===== src/rtl/afe_seq_pkg.sv =====
// Shared state encodings, default widths and result field layout for the AFE injection scheduler.
package afe_seq_pkg;

  localparam int CNT_W_DEF  = 8;
  localparam int NINJ_W_DEF = 8;
  localparam int PER_W_DEF  = 16;

  typedef logic [1:0] state_t;
  localparam state_t ST_IDLE  = 2'd0;
  localparam state_t ST_PULSE = 2'd1;
  localparam state_t ST_GAP   = 2'd2;

  // Result word is {hit, tot}: tot in the low CNT_W bits, hit directly above it.
  localparam int RES_TOT_LSB = 0;
  localparam int RES_HIT_BIT = CNT_W_DEF;

endpackage


===== src/rtl/afe_sync2.sv =====
// Two-flop synchronizer for the asynchronous comparator input; 2-cycle latency, resets to 0.
module afe_sync2 (
  input  logic clk,
  input  logic rst_b,
  input  logic d,
  output logic q
);

  logic meta;

  always_ff @(posedge clk or negedge rst_b) begin
    if (!rst_b) begin
      meta <= 1'b0;
      q    <= 1'b0;
    end else begin
      meta <= d;
      q    <= meta;
    end
  end

endmodule


===== src/rtl/afe_inj_scheduler.sv =====
// Injection burst sequencer: NINJ pulses of width w every p cycles, per-window {hit,tot} result over valid/ready.
// AFE_SEQ_TOT_EN keeps the TOT counter; without it only a sticky hit flag is reported and tot reads 0.
module afe_inj_scheduler
  import afe_seq_pkg::*;
#(
  parameter int CNT_W  = CNT_W_DEF,
  parameter int NINJ_W = NINJ_W_DEF,
  parameter int PER_W  = PER_W_DEF
) (
  input  logic              clk,
  input  logic              rst_b,
  input  logic              start,
  input  logic              abort,
  input  logic [NINJ_W-1:0] ninj,
  input  logic [PER_W-1:0]  period,
  input  logic [7:0]        inj_width,
  input  logic              comp,
  output logic              inj,
  output logic              busy,
  output logic              done,
  output logic              res_valid,
  input  logic              res_ready,
  output logic [CNT_W:0]    res_data,
  output logic [NINJ_W-1:0] hit_cnt,
  output logic              ovf
);

  state_t            state;
  logic [PER_W-1:0]  per_cnt;
  logic [PER_W-1:0]  per_l;
  logic [7:0]        w_l;
  logic [NINJ_W-1:0] remaining;
  logic              comp_s;
  logic [CNT_W-1:0]  tot_upd;
  logic              hit_upd;
  logic              win_end;
  logic [7:0]        w_eff;
  logic [PER_W-1:0]  w_plus1;
  logic [PER_W-1:0]  p_eff;

  afe_sync2 u_comp_sync (
    .clk   (clk),
    .rst_b (rst_b),
    .d     (comp),
    .q     (comp_s)
  );

  // Guarantee a pulse of at least one cycle and at least one low cycle per period.
  assign w_eff   = (inj_width == 8'd0) ? 8'd1 : inj_width;
  assign w_plus1 = PER_W'(w_eff) + PER_W'(1);
  assign p_eff   = (period < w_plus1) ? w_plus1 : period;

  assign busy    = (state != ST_IDLE);
  assign win_end = (state == ST_GAP) && (per_cnt == per_l - PER_W'(1));

`ifdef AFE_SEQ_TOT_EN
  logic [CNT_W-1:0] tot;

  assign tot_upd = (comp_s && (tot != '1)) ? tot + CNT_W'(1) : tot;
  assign hit_upd = (tot_upd != '0);

  always_ff @(posedge clk or negedge rst_b) begin
    if (!rst_b)                           tot <= '0;
    else if ((state == ST_IDLE) || win_end) tot <= '0;
    else                                  tot <= tot_upd;
  end
`else
  logic hit_f;

  assign tot_upd = '0;
  assign hit_upd = hit_f | comp_s;

  always_ff @(posedge clk or negedge rst_b) begin
    if (!rst_b)                           hit_f <= 1'b0;
    else if ((state == ST_IDLE) || win_end) hit_f <= 1'b0;
    else                                  hit_f <= hit_upd;
  end
`endif

  always_ff @(posedge clk or negedge rst_b) begin
    if (!rst_b) begin
      state     <= ST_IDLE;
      per_cnt   <= '0;
      per_l     <= '0;
      w_l       <= '0;
      remaining <= '0;
      inj       <= 1'b0;
      done      <= 1'b0;
      res_valid <= 1'b0;
      res_data  <= '0;
      hit_cnt   <= '0;
      ovf       <= 1'b0;
    end else begin
      done <= 1'b0;
      if (res_valid && res_ready) res_valid <= 1'b0;

      if (abort) begin
        state   <= ST_IDLE;
        inj     <= 1'b0;
        per_cnt <= '0;
      end else begin
        case (state)
          ST_IDLE: begin
            if (start) begin
              if (ninj == '0) begin
                done <= 1'b1;
              end else begin
                state     <= ST_PULSE;
                inj       <= 1'b1;
                per_cnt   <= '0;
                per_l     <= p_eff;
                w_l       <= w_eff;
                remaining <= ninj;
                hit_cnt   <= '0;
                ovf       <= 1'b0;
              end
            end
          end
          ST_PULSE: begin
            per_cnt <= per_cnt + PER_W'(1);
            if (per_cnt == PER_W'(w_l) - PER_W'(1)) begin
              state <= ST_GAP;
              inj   <= 1'b0;
            end
          end
          ST_GAP: begin
            if (win_end) begin
              // A push in the same cycle as acceptance simply refills the slot.
              res_data  <= {hit_upd, tot_upd};
              res_valid <= 1'b1;
              if (res_valid && !res_ready) ovf <= 1'b1;
              if (hit_upd && (hit_cnt != '1)) hit_cnt <= hit_cnt + NINJ_W'(1);
              per_cnt   <= '0;
              remaining <= remaining - NINJ_W'(1);
              if (remaining == NINJ_W'(1)) begin
                state <= ST_IDLE;
                done  <= 1'b1;
              end else begin
                state <= ST_PULSE;
                inj   <= 1'b1;
              end
            end else begin
              per_cnt <= per_cnt + PER_W'(1);
            end
          end
          default: state <= ST_IDLE;
        endcase
      end
    end
  end

endmodule


===== config.mk =====
export PLATFORM = sky130hd
export DESIGN_NAME = afe_inj_scheduler
export DESIGN_NICKNAME = d
export VERILOG_FILES = /design/src/rtl/afe_seq_pkg.sv /design/src/rtl/afe_sync2.sv /design/src/rtl/afe_inj_scheduler.sv
export SDC_FILE = /design/constraint.sdc
export NUM_CORES = 1
export LEC_CHECK = 0
export CAP_MARGIN = 15
export CORE_MARGIN = 5
export CORE_UTILIZATION = 50
export CTS_CLUSTER_DIAMETER = 40
export DETAILED_ROUTE_END_ITERATION = 8
export PLACE_DENSITY = 0.72
export SKIP_LAST_GASP = 1
export SYNTH_ARGS = -nofsm -noshare
export SYNTH_HDL_FRONTEND = slang
export SYNTH_HIERARCHICAL = 1
export SYNTH_SLANG_ARGS = --single-unit

===== constraint.sdc =====
create_clock -name clk -period 3.95 [get_ports clk]
set_input_delay 1.185 -clock clk [delete_from_list [all_inputs] [get_ports clk]]
set_output_delay 1.185 -clock clk [all_outputs]
set_load 0.05 [all_outputs]

; ---- Word level (Yosys, flattened, before mapping)
; Index checks and enable logic that the tools add are counted.
[totals]
ff_bits = 66
latch_bits = 0
ramBits = 0
rom_bits = 0
in_bits = 38
word_cells = 106
memories = 0
[classes]
n_addsub = 6
multipliers = 0
n_div = 0
magnitude_cmp = 1
n_eq_ne = 16
n_shift = 0
n_mux = 46
bitwise_logic = 3
n_reduce_logical = 20
[op_table]
columns = cell, n
row1 = two-way mux 16 bit, 5
row2 = two-way mux 8 bit, 8
row3 = one-hot mux 16 bit (3 select lines), 1
row4 = equality test 16 bit, 2
row5 = one-hot mux 8 bit (2 select lines), 2
row6 = two-way mux 1 bit, 21
row7 = AND reduction 6 bit, 3
row8 = "adder 16 x 1 -> 16 bit, second input constant", 1
row9 = zero test 8 bit, 2
row10 = < comparator 16 x 9 -> 1 bit, 1
row11 = "subtractor 16 x 1 -> 16 bit, second input constant", 1
row12 = "inequality test 3 bit, second input constant", 5
row13 = two-way mux 2 bit, 5
row14 = "adder 8 x 1 -> 9 bit, second input constant", 1
row15 = "subtractor 8 x 1 -> 9 bit, second input constant", 1
row16 = "adder 8 x 1 -> 8 bit, second input constant", 1
row17 = "equality test 8 x 1 -> 1 bit, second input constant", 1
row18 = "inequality test 8 bit, second input constant", 1
row19 = AND reduction 4 bit, 2
row20 = "subtractor 8 x 1 -> 8 bit, second input constant", 1
row21 = "inequality test 2 bit, second input constant", 3
row22 = one-hot mux 2 bit (3 select lines), 1
row23 = AND reduction 3 bit, 2
row24 = AND reduction 5 bit, 1
row25 = 13 further kinds, 20

; ---- Depth between registers and ports, before layout
[logic_depth]
ltp_word = 6
depth_mapped = 13
depth_no_buf = 12

; ---- By module
; The synthesis kept the hierarchy.
[modules_own_cells]
columns = module, instances, cells_each, area_each_um2, seq_area_each_um2
row1 = afe_inj_scheduler, 1, 568, 4669.5, 1601.5
row2 = afe_sync2, 1, 2, 50.0, 50.0

; ---- Least setup slack after synthesis
; Ideal clock, no wire load.
[synth_path]
path_kind = input-to-reg
from = input port inj_width[3]
to = register per_l[0]
t_arrival_ns = 3.398
required_time_ns = 3.804
slack_ns = 0.406
path_stages = 12
path_buffers = 1
cell_sequence = nand4_1 nor2_1 xnor2_1 ha_1 a21o_1 a21oi_1 nor2b_1 o21ai_0 nand3_1 a31oi_1 clkbuf_1 o221ai_1
[synth_between]
elab_chain_cells = 5
[synth_rtl]
columns = item, line
row1 = start: declaration, afe_inj_scheduler.sv:16  ; input logic [7:0] inj_width,
row2 = zero test 8 bit, afe_inj_scheduler.sv:49  ; assign w_eff = (inj_width == 8'd0) ? 8'd1 : inj_width;
row3 = two-way mux 8 bit *, afe_inj_scheduler.sv:49
row4 = adder 8 x 1 -> 9 bit *, afe_inj_scheduler.sv:50  ; assign w_plus1 = PER_W'(w_eff) + PER_W'(1);
row5 = < comparator 16 x 9 -> 1 bit, afe_inj_scheduler.sv:51  ; assign p_eff = (period < w_plus1) ? w_plus1 : period;
row6 = two-way mux 16 bit *, afe_inj_scheduler.sv:51
row7 = end signal: assignment, afe_inj_scheduler.sv:111  ; per_l <= p_eff;
row8 = end: declaration, afe_inj_scheduler.sv:30  ; logic [PER_W-1:0] per_l;
; Every way passes the cells marked *; elsewhere a longest branch is shown, timed or not.
; A chain may end at the register's enable or synchronous reset.

; ---- Final worst setup path
[layout_path]
from = register per_l[0]
to = register hit_cnt[4]
[layout_between]
elab_chain_cells = 5
[layout_rtl]
columns = item, line
row1 = subtractor 16 x 1 -> 16 bit, afe_inj_scheduler.sv:54  ; assign win_end = (state == ST_GAP) && (per_cnt == per_l - PER_W'(1));
row2 = equality test 16 bit, afe_inj_scheduler.sv:54
row3 = logical AND 1 bit, afe_inj_scheduler.sv:54
row4 = inequality test 2 bit (no source line), n/a
row5 = AND reduction 6 bit (no source line), n/a
row6 = end signal: assignment, afe_inj_scheduler.sv:132  ; if (hit_upd && (hit_cnt != '1)) hit_cnt <= hit_cnt + NINJ_W'(1);
row7 = end: declaration, afe_inj_scheduler.sv:24  ; output logic [NINJ_W-1:0] hit_cnt,
; No other way between the ends.

==> reports/summary.log <==
[place] worst slack at placement -0.08394 ns
[power_and_ir_drop] Tot Pwr 2982 µW
[timing] largest clock skew in the final design 0.007398 ns
[worst_setup_path] count of cell instances traversed by the critical path 11
[timing] final number of max-transition violations 0
[job] max cap viols 0
[routing] routed wirelength normalized by instance count 15.18 µm
[layout] layout cells sized above 1 8.626%
[timing] unrepaired setup endpoints after global routing false
[power_and_ir_drop] Max rail drop VDD 0.0002487 V
[synth] Netlist cell types 63
[floorplan] total I/O pin count 60
[clock_network] hold-fix buffer count after cts 0
[routing] met3 wire len 566 µm
[synth] EDFF count, synth 0
[routing] detailed-routing iteration count for the pre-antenna-repair pass 5
[synth] Cells after Synth 570
[routing] DR WL met2 5.297 mm
[worst_setup_path] crit-path max cell delay 0.61 ns
[timing] worst slew pin tran 1.090 ns
[worst_setup_path] critical path, cell by cell inv_1 -> ha_1 -> or4b_1 -> nor4_4 -> nand3_1 -> or2_1 -> a2111oi_4 -> buf_4 -> and2_1 -> nand3_4 -> o311ai_1
[clock_network] maximum buffer depth of the clock tree 2
[synth] proportion of netlist area held by the largest area contributor 34.99%
[place] number of buffer cells added on primary ports 51
[grt] maximum number of pins on one net before global-route repair 48
[synth] Yosys warning count 6
[layout] area used by multi-input combinational logic 2814 µm²
[worst_setup_path] critical path peak fanout 9
[place] Detailed Place HPWL 8.692 mm
[grt] number of antenna violations at the first check in global routing 0
[routing] total routed wirelength 11.46 mm
[grt] first-pass GRT wire length 19.71 mm
[worst_setup_path] slack of the worst reg-to-reg path 0.27 ns
[worst_setup_path] origin of the critical flop-to-flop path per_l[0]$_DFFE_PN0P_
[timing] count of final hold-check violations 0
[timing] Fmax 271.5 MHz
[floorplan] Die Footprint 11480 µm²
[clock_network] Post-CTS Resized 0
[synth] mean instance size in the synthesized netlist 8.280 µm²
[layout] Layout Nets 678
[layout] number of antenna diodes 0
[worst_setup_path] CP delay by family, top simple AND/OR/NAND/NOR gates
[grt] remaining global-route overflow 0
[worst_setup_path] number of buffers and inverters on the critical path 2
[worst_setup_path] crit start category flip-flop
[clock_network] Root Driver clkbuf_8
[worst_setup_path] type of destination of the critical path flip-flop
[timing] max_slew headroom 26.91%
[worst_setup_path] worst path required time 4.20 ns
[layout] area growth from synthesis to layout 18.64%
[grt] via count of the first global-routing pass 4180
[routing] M1 wire length 5.371 mm
[floorplan] Initial Utilization 51.08%
[clock_network] number of clock buffers inserted by TritonCTS 9
[layout] final-layout fill cell count 801
[floorplan] horizontal extent of the die 107.2 µm
[worst_setup_path] category of the critical setup timing path reg2reg
[clock_network] clock tree from TritonCTS built
[run_status] status finished, final reports clean
[clock_network] Post-CTS Repair Setup Buffers 0
[worst_setup_path] number of cells traversed by the worst register-to-register path 11
[layout] register area 1652 µm²
[synth] flops & latches, synth 66
[clock_network] number of clock sinks 66
[synth] most frequently used cell type in the post-synthesis netlist nand2_1
[routing] Top Metal Used met4
[worst_setup_path] Worst path slowest cell or4b_1
[timing] Final setup viols 0
[routing] vias post-DR 4367
[worst_setup_path] worst setup path startpoint per_l[0]$_DFFE_PN0P_
[timing] Worst Slack Setup Final 0.2674 ns
[worst_setup_path] termination of the worst setup path hit_cnt[4]$_DFFE_PN0P_
[floorplan] number of placement rows 35
[floorplan] CORE AREA 9240 µm²
[layout] Final Core Density 60.60%
[hold_path] class of the worst hold path reg2reg
[floorplan] Die Ht 107.2 µm
[clock_network] maximum level of the CTS H-tree 3
[place] placed instance count 738
[routing] violation count after the first detailed-routing iteration 252
[power_and_ir_drop] Leakage Power 0.002332 µW
[worst_setup_path] R2R Path End hit_cnt[4]$_DFFE_PN0P_
[layout] final cell count without fillers 755
[clock_network] insertion delay to the later sink of the worst-skew pair 0.35 ns
[routing] antenna violation net count after detailed routing 0
[routing] Via density 5.784
[clock_network] post-CTS clock slew at the launch and capture registers of the worst setup and hold paths 0.08 ns
[timing] final worst path period need 3.683 ns
[routing] post-route DRC violation count 0
[worst_setup_path] CP arrival 3.93 ns
[synth] post-synth design cell area 4720 µm²
[grt] total global-route track usage 20.91%
[synth] leading cell types by total area after synthesis dfrtp_1 35%, nand2_1 6.8%, ha_1 5.0%
[synth] area leader, netlist dfrtp_1
[place] GP Congestion 0.9050
[timing] crit share post-route 93.23%
[synth] top cells by instance count after synthesis 86 x nand2_1, 66 x dfrtp_1, 40 x nor2_1, 33 x a21oi_1, 26 x nand3_1
[synth] share of synthesized registers carrying an async set or reset 100.0%
[synth] share of synthesized area occupied by flip-flops and latches 34.99%
[synth] Post-synth top flop dfrtp_1
[power_and_ir_drop] areal power density over the cells 532.7 nW/µm²
==> report_power, final <==
group / total [µW] / internal, µW / leakage, µW / switching (µW)
logic: 1310 / 549 / 0.00139 / 759
registers: 1100 / 853 / 0.000850 / 251
clock network: 570 / 292 / 0.0000925 / 277
total: 2980 / 1690 / 0.00233 / 1290
==> sequential cells by signal, summed over array words and instances, names as in the netlist, 2 cells and up <==
name       cells
per_l         16
w_l            8
remaining      8
per_cnt       16
state          2
hit_cnt        8
==> cell usage in the layout, fill, tap and decap left out, drive strengths merged, types with 19 or more instances in the layout <==
cell,count
buf,24
ha,19
a21oi,33
clkdlybuf4s50,50
inv,23
a31oi,22
o21ai,19
nor2,40
nand3,27
nand2,86
dfrtp,66
==> worst reg2reg max path, cell delays in order, from the launching register on <==
cell and delay, ns:
dfrtp_1 0.44, inv_1 0.10, ha_1 0.23, or4b_1 0.61, nor4_4 0.35, nand3_1 0.10, or2_1 0.26, a2111oi_4 0.45
buf_4 0.21, and2_1 0.37, nand3_4 0.15, o311ai_1 0.30
==> layout make-up <==
class | instances | share of cell area, %
well taps | 129 | 2.883
flip-flops and latches | 66 | 29.50
clock inverters | 6 | 1.207
repair buffers | 74 | 12.34
inverters | 23 | 1.542
clock buffers | 10 | 2.279
multi-input cells | 447 | 50.26
==> worst min path at each step <==
stage	to	cells after the start	slack (ns)	startpoint
6_report	u_comp_sync/q$_DFF_PN0_	0	0.36	u_comp_sync/meta$_DFF_PN0_
5_1_grt	u_comp_sync/q$_DFF_PN0_	0	0.38	u_comp_sync/meta$_DFF_PN0_
4_1_cts	u_comp_sync/q$_DFF_PN0_	0	0.38	u_comp_sync/meta$_DFF_PN0_
3_5_place_dp	u_comp_sync/q$_DFF_PN0_	0	0.35	u_comp_sync/meta$_DFF_PN0_
3_3_place_gp	u_comp_sync/q$_DFF_PN0_	0	0.34	u_comp_sync/meta$_DFF_PN0_
2_1_floorplan	u_comp_sync/q$_DFF_PN0_	0	0.33	u_comp_sync/meta$_DFF_PN0_
==> per-layer routing <==
metal  GRT usage [%]  up-vias
met5               0        -
met4           8.676        0
met3           3.131       17
met2           32.31      133
met1           29.21     2072
li1                -     2145
==> cell families (layout without fill, tap and decap cells) <==
| logic type | count (synthesis) | count (layout) | synth area share, % |
|---|---|---|---|
| flip-flops | 66 | 66 | 34.99 |
| XOR/XNOR | 32 | 32 | 5.939 |
| buffers and inverters | 64 | 113 | 6.177 |
| AND/OR/NAND/NOR | 245 | 245 | 25.98 |
| AO/OA/AOI/OAI | 131 | 131 | 19.17 |
| multiplexers | 12 | 12 | 2.625 |
| adder cells (fa/ha/maj) | 19 | 19 | 5.037 |
| other | 1 | 8 | 0.07946 |
==> per-stage QoR <==
stage                     TNS (ns)  hold WS [ns]  instance area, µm²
after floorplan                  0        0.3312                4746
after global placement           0        0.3373                5384
after detailed placement   -0.3076        0.3503                5384
after CTS                        0        0.3760                5579
after global routing             0        0.3815                5599
final                            0        0.3632                5599
Power figures use the tool's default switching activity.
